===== src/rtl/riscv_v_skid_stage.sv =====
// Two-entry skid buffer stage: main entry drives the outputs, skid entry absorbs a beat accepted under stall.
// Optional back-pressure counter enabled by defining RISCV_V_SKID_STALL_CNT_EN.
module riscv_v_skid_stage #(
   parameter int DATA_WIDTH      = 32,
   parameter bit FLUSH_KEEP_DATA = 1'b1
) (
   input  logic                  clk,
   input  logic                  rst,
   input  logic                  flush,
   input  logic                  in_valid,
   input  logic [DATA_WIDTH-1:0] in_data,
   output logic                  in_ready,
   output logic                  out_valid,
   output logic [DATA_WIDTH-1:0] out_data,
   input  logic                  out_ready,
   output logic [1:0]            occupancy,
   output logic [31:0]           stall_cnt
);

   // state | meaning
   // EMPTY | no entries held
   // ONE   | main entry valid
   // FULL  | main and skid entries valid
   localparam logic [1:0] S_EMPTY = 2'd0;
   localparam logic [1:0] S_ONE   = 2'd1;
   localparam logic [1:0] S_FULL  = 2'd2;

   logic [1:0]            state_q, state_d;
   logic                  in_ready_q, in_ready_d;
   logic                  out_valid_q, out_valid_d;
   logic [DATA_WIDTH-1:0] main_q, main_d;
   logic [DATA_WIDTH-1:0] skid_q, skid_d;
   logic                  xfer_in, xfer_out;

   assign xfer_in  = in_valid && in_ready_q;
   assign xfer_out = out_valid_q && out_ready;

   always_ff @(posedge clk or negedge rst) begin
      if (!rst) begin
         state_q     <= S_EMPTY;
         in_ready_q  <= 1'b1;
         out_valid_q <= 1'b0;
      end else begin
         state_q     <= state_d;
         in_ready_q  <= in_ready_d;
         out_valid_q <= out_valid_d;
      end
   end

   always_comb begin
      state_d = state_q;
      case (state_q)
         S_EMPTY: if (xfer_in) state_d = S_ONE;
         S_ONE: begin
            if (xfer_in && !xfer_out)      state_d = S_FULL;
            else if (!xfer_in && xfer_out) state_d = S_EMPTY;
         end
         S_FULL:  if (xfer_out) state_d = S_ONE;
         default: state_d = S_EMPTY;
      endcase
      if (flush) state_d = S_EMPTY;
   end

   // Handshake flags are registered copies of the next-state decode, so
   // in_ready never sees out_ready through logic.
   always_comb begin
      in_ready_d  = (state_d != S_FULL);
      out_valid_d = (state_d != S_EMPTY);
   end

   always_comb begin
      main_d = main_q;
      skid_d = skid_q;
      if (flush) begin
         if (!FLUSH_KEEP_DATA) begin
            main_d = '0;
            skid_d = '0;
         end
      end else begin
         case (state_q)
            S_EMPTY: if (xfer_in) main_d = in_data;
            S_ONE: begin
               if (xfer_in && xfer_out) main_d = in_data;
               else if (xfer_in)        skid_d = in_data;
            end
            S_FULL:  if (xfer_out) main_d = skid_q;
            default: ;
         endcase
      end
   end

   always_ff @(posedge clk or negedge rst) begin
      if (!rst) begin
         main_q <= '0;
         skid_q <= '0;
      end else begin
         main_q <= main_d;
         skid_q <= skid_d;
      end
   end

   assign in_ready  = in_ready_q;
   assign out_valid = out_valid_q;
   assign out_data  = main_q;
   assign occupancy = state_q;

`ifdef RISCV_V_SKID_STALL_CNT_EN
   logic [31:0] stall_q;

   always_ff @(posedge clk or negedge rst) begin
      if (!rst) begin
         stall_q <= '0;
      end else if (flush) begin
         stall_q <= '0;
      end else if (out_valid_q && !out_ready && (stall_q != 32'hFFFF_FFFF)) begin
         stall_q <= stall_q + 32'd1;
      end
   end

   assign stall_cnt = stall_q;
`else
   assign stall_cnt = 32'd0;
`endif

endmodule

===== config.mk =====
export PLATFORM = sky130hd
export DESIGN_NAME = riscv_v_skid_stage
export DESIGN_NICKNAME = d
export VERILOG_FILES = /design/src/rtl/riscv_v_skid_stage.sv
export SDC_FILE = /design/constraint.sdc
export NUM_CORES = 1
export LEC_CHECK = 0
export ABC_AREA = 1
export ABC_CLOCK_PERIOD_IN_PS = 1400
export CORE_AREA = 2 2 96 98
export DETAILED_ROUTE_END_ITERATION = 6
export DIE_AREA = 0 0 98 100
export HOLD_SLACK_MARGIN = 0.02
export PLACE_DENSITY = 0.74
export SLEW_MARGIN = 10
export SYNTH_ARGS = -nofsm -noshare
export SYNTH_HDL_FRONTEND = slang
export SYNTH_SLANG_ARGS = --single-unit

===== constraint.sdc =====
create_clock -name clk -period 1.4 [get_ports clk]
set_clock_uncertainty 0.05 [all_clocks]
set_input_delay 0.14 -clock clk [delete_from_list [all_inputs] [get_ports clk]]
set_output_delay 0.14 -clock clk [all_outputs]
set_load 0.005 [all_outputs]

==> impl_metrics.ini <==
[pwr]
combPwrFrac = 0.361
power_density_nw_per_um2 = 1585
internal_power_mw = 5.241
leakage_nw = 2.636
seq_power_share = 0.409
pwr-share-clk = 0.230
swShare = 0.3294
ir_worst_vdd_uv = 674.5
power.switching_mw = 2.574

[drt]
viasPerCell = 4.723
antenna_left = 0
totalWireLength_um = 8575
drt_pass1_iterations = 4
drt_iter0_markers = 123
drc = 0
drt-wirelength-per-cell_um = 13.21
vias = 3065

[sta]
hold_viol = 0
setup_viol = 12
slew_viol_final = 0
whs_ns = 0.1925
fin_crit_ns = 1.417
min_period_over_period = 1.012
timing.final.ws_setup_ns = -0.01715
max_freq_ghz = 0.7056
grt_setup_unrepaired = true

[min_path]
hp-class = in2async

[setup_path]
start_kind = register
rrSetupSlack_ns = -0.02
critPathSlowestCell = dfstp_2
reg2reg_to = skid_q[8]
cp_cell_sequence = nand2_4, nor2_4, nand3_4, buf_12, nor2_1, a21oi_1
cp_num_buf_inv = 1
worstSetupPathType = reg2reg
crit_fanout = 30
cp.arrival_ns = 1.59
rr_worst_depth = 6
crit_required_ns = 1.57
crit_family = flip-flops
rr_startpoint = in_ready
critPathCaptureType = register
cp_slowest_stage_delay_ns = 0.56

[global_route]
grt_pass1_vias = 2861
grt_max_degree = 35
grt_pass1_wl_um = 13510
grt_overflow_total = 0
grtUsageMet2 = 0.2929
grt_busiest_layer = met2
grt_use_met3 = 0.03412
grt_util_met1 = 0.2200
antenna_found_initial = 0
grtUsageTotal = 0.1702

[placed_design]
gp_congestion = 0.8216
hpwl_um = 5601
io_buffers = 72
dpl_cell_area_um2 = 4474
pre_cts_ws_ns = -0.1773

[layout]
fin_area_um2 = 4931
insertedDiodeCount = 0
syn_to_final_growth_pct = 35.24
final_nets = 570
drive_gt1_frac = 0.1617

[die]
dieArea_um2 = 9800
start_util = 0.4101
rows = 35
die_h_um = 100
die_x_um = 98
ioPinCount = 105
core_um2 = 8890

[synthesis]
ys_seq_area_frac = 0.4671
yosysWarnings = 0
netlist_area_um2 = 3646
yosysTopAreaCellShare = 0.4598
synth_seq_cells = 68
avgSynthCellArea_um2 = 8.175
syn_inst = 446
yosysUniqueCellTypes = 21
synth_area_leader_cell = dfrtp_1
synth_area_leaders = dfrtp_1 (46%), nand2_1 (8.1%), inv_1 (7.3%), buf_4 (7.2%), o21bai_1 (6.6%)

[run]
max_cap_violations = 0

[clock_tree]
htreeDepth = 3
clkTransAtPathRegs_ns = 0.08
clock-sinks = 68
ctsRootBufferMaster = clkbuf_8
clockBufferDepth = 2
tritoncts = yes
cts-buffers-inserted = 9
clock_latency_ns = 0.34

[status]
status = finished, violations left
violations = negative setup slack
[flip-flops by register name (all words and copies together), names as in the netlist]
| register | flops |
|---|---|
| skid_q | 32 |
| out_valid | 1 |
| occupancy | 2 |
| out_data | 32 |
| in_ready | 1 |
[area by class of cell]
class	instances	area, µm²
multi-input cells	282	1481
clock inverters	7	98.84
well taps	111	138.9
clock buffers	9	123.9
repair buffers	101	1115
flip-flops and latches	68	1704
inverters	71	269.0
fillers	820	3959
[logic make-up after synthesis]
family | share of synthesized area
AO/OA/AOI/OAI | 0.1599
buffers and inverters | 0.1891
flip-flops | 0.4671
other | 0.001029
AND/OR/NAND/NOR | 0.1829
[worst max-delay path by stage]
stage                 start      endpoint  slack [ns]  depth (start not counted)
2_1_floorplan      in_ready   out_data[0]       0.009                          7
3_3_place_gp       in_valid  out_data[24]       -0.14                          8
3_5_place_dp       in_valid  out_data[27]       -0.18                          8
4_1_cts            in_ready    skid_q[21]       -0.01                          6
5_1_grt        occupancy[1]  out_data[28]        -0.1                          7
6_report           in_ready     skid_q[8]       -0.02                          6
[layout by cell type, fill, tap and decap left out, drive strengths merged, types with 25 or more instances in the layout]
cell           synthesis  layout
nand2                 81      81
nand3                 35      35
buf                   55      25
dlygate4sd2            0      33
dfrtp                 67      67
conb                   1      32
o21ai                 37      37
nor2                  34      34
clkdlybuf4s50          0      35
o21bai                32      32
inv                   71      72
a21oi                 30      30
[power groups by stage]
stage          Sequential, mW  Combinational (mW)  Clock (mW)
2_1_floorplan            3.19                1.51           0
3_3_place_gp             3.22                2.78           0
3_5_place_dp             3.25                2.88           0
4_1_cts                  3.20                2.73        1.85
5_1_grt                  3.28                3.17        1.93
6_report                 3.19                2.82        1.80
[layer usage]
metal	up-vias	wire length [µm]
met3	7	408
met4	0	61
met1	1465	3790
met2	89	4314
met5	-	0
li1	1504	-
[synth_stat cells]
cell type  number
buf_2          11
a21oi_2         2
nor2_1         30
nor2_4          4
buf_4          35
inv_1          71
a21oi_1        28
nand3b_1        1
nand3_1        33
dfrtp_1        67
nand3_4         1
buf_6           9
conb_1          1
nand3_2         1
o21ai_1         4
dfstp_2         1
nand2_1        79
o21bai_1       32
o21ai_0        33
clkbuf_1        1
nand2_2         2
[metrics by stage]
| stage | total power [mW] | util | TNS (ns) | std cells |
|---|---|---|---|---|
| after detailed placement | 6.128 | 0.5033 | -9.565 | 622 |
| after global placement | 6.003 | 0.5033 | -7.355 | 622 |
| after global routing | 8.378 | 0.5547 | -3.934 | 649 |
| final | 7.815 | 0.5547 | -0.08157 | 649 |
| after floorplan | 4.706 | - | 0 | 477 |
| after CTS | 7.784 | 0.5312 | -0.1284 | 644 |
[what timing repair did]
item	in CTS	in global routing
pin swaps	8	2
setup endpoints to repair	98	69
hold endpoints to repair	67	0
hold buffers	1	0
setup buffers	6	1
cloned	1	4
gates resized for setup	51	40
Power figures use the tool's default switching activity.
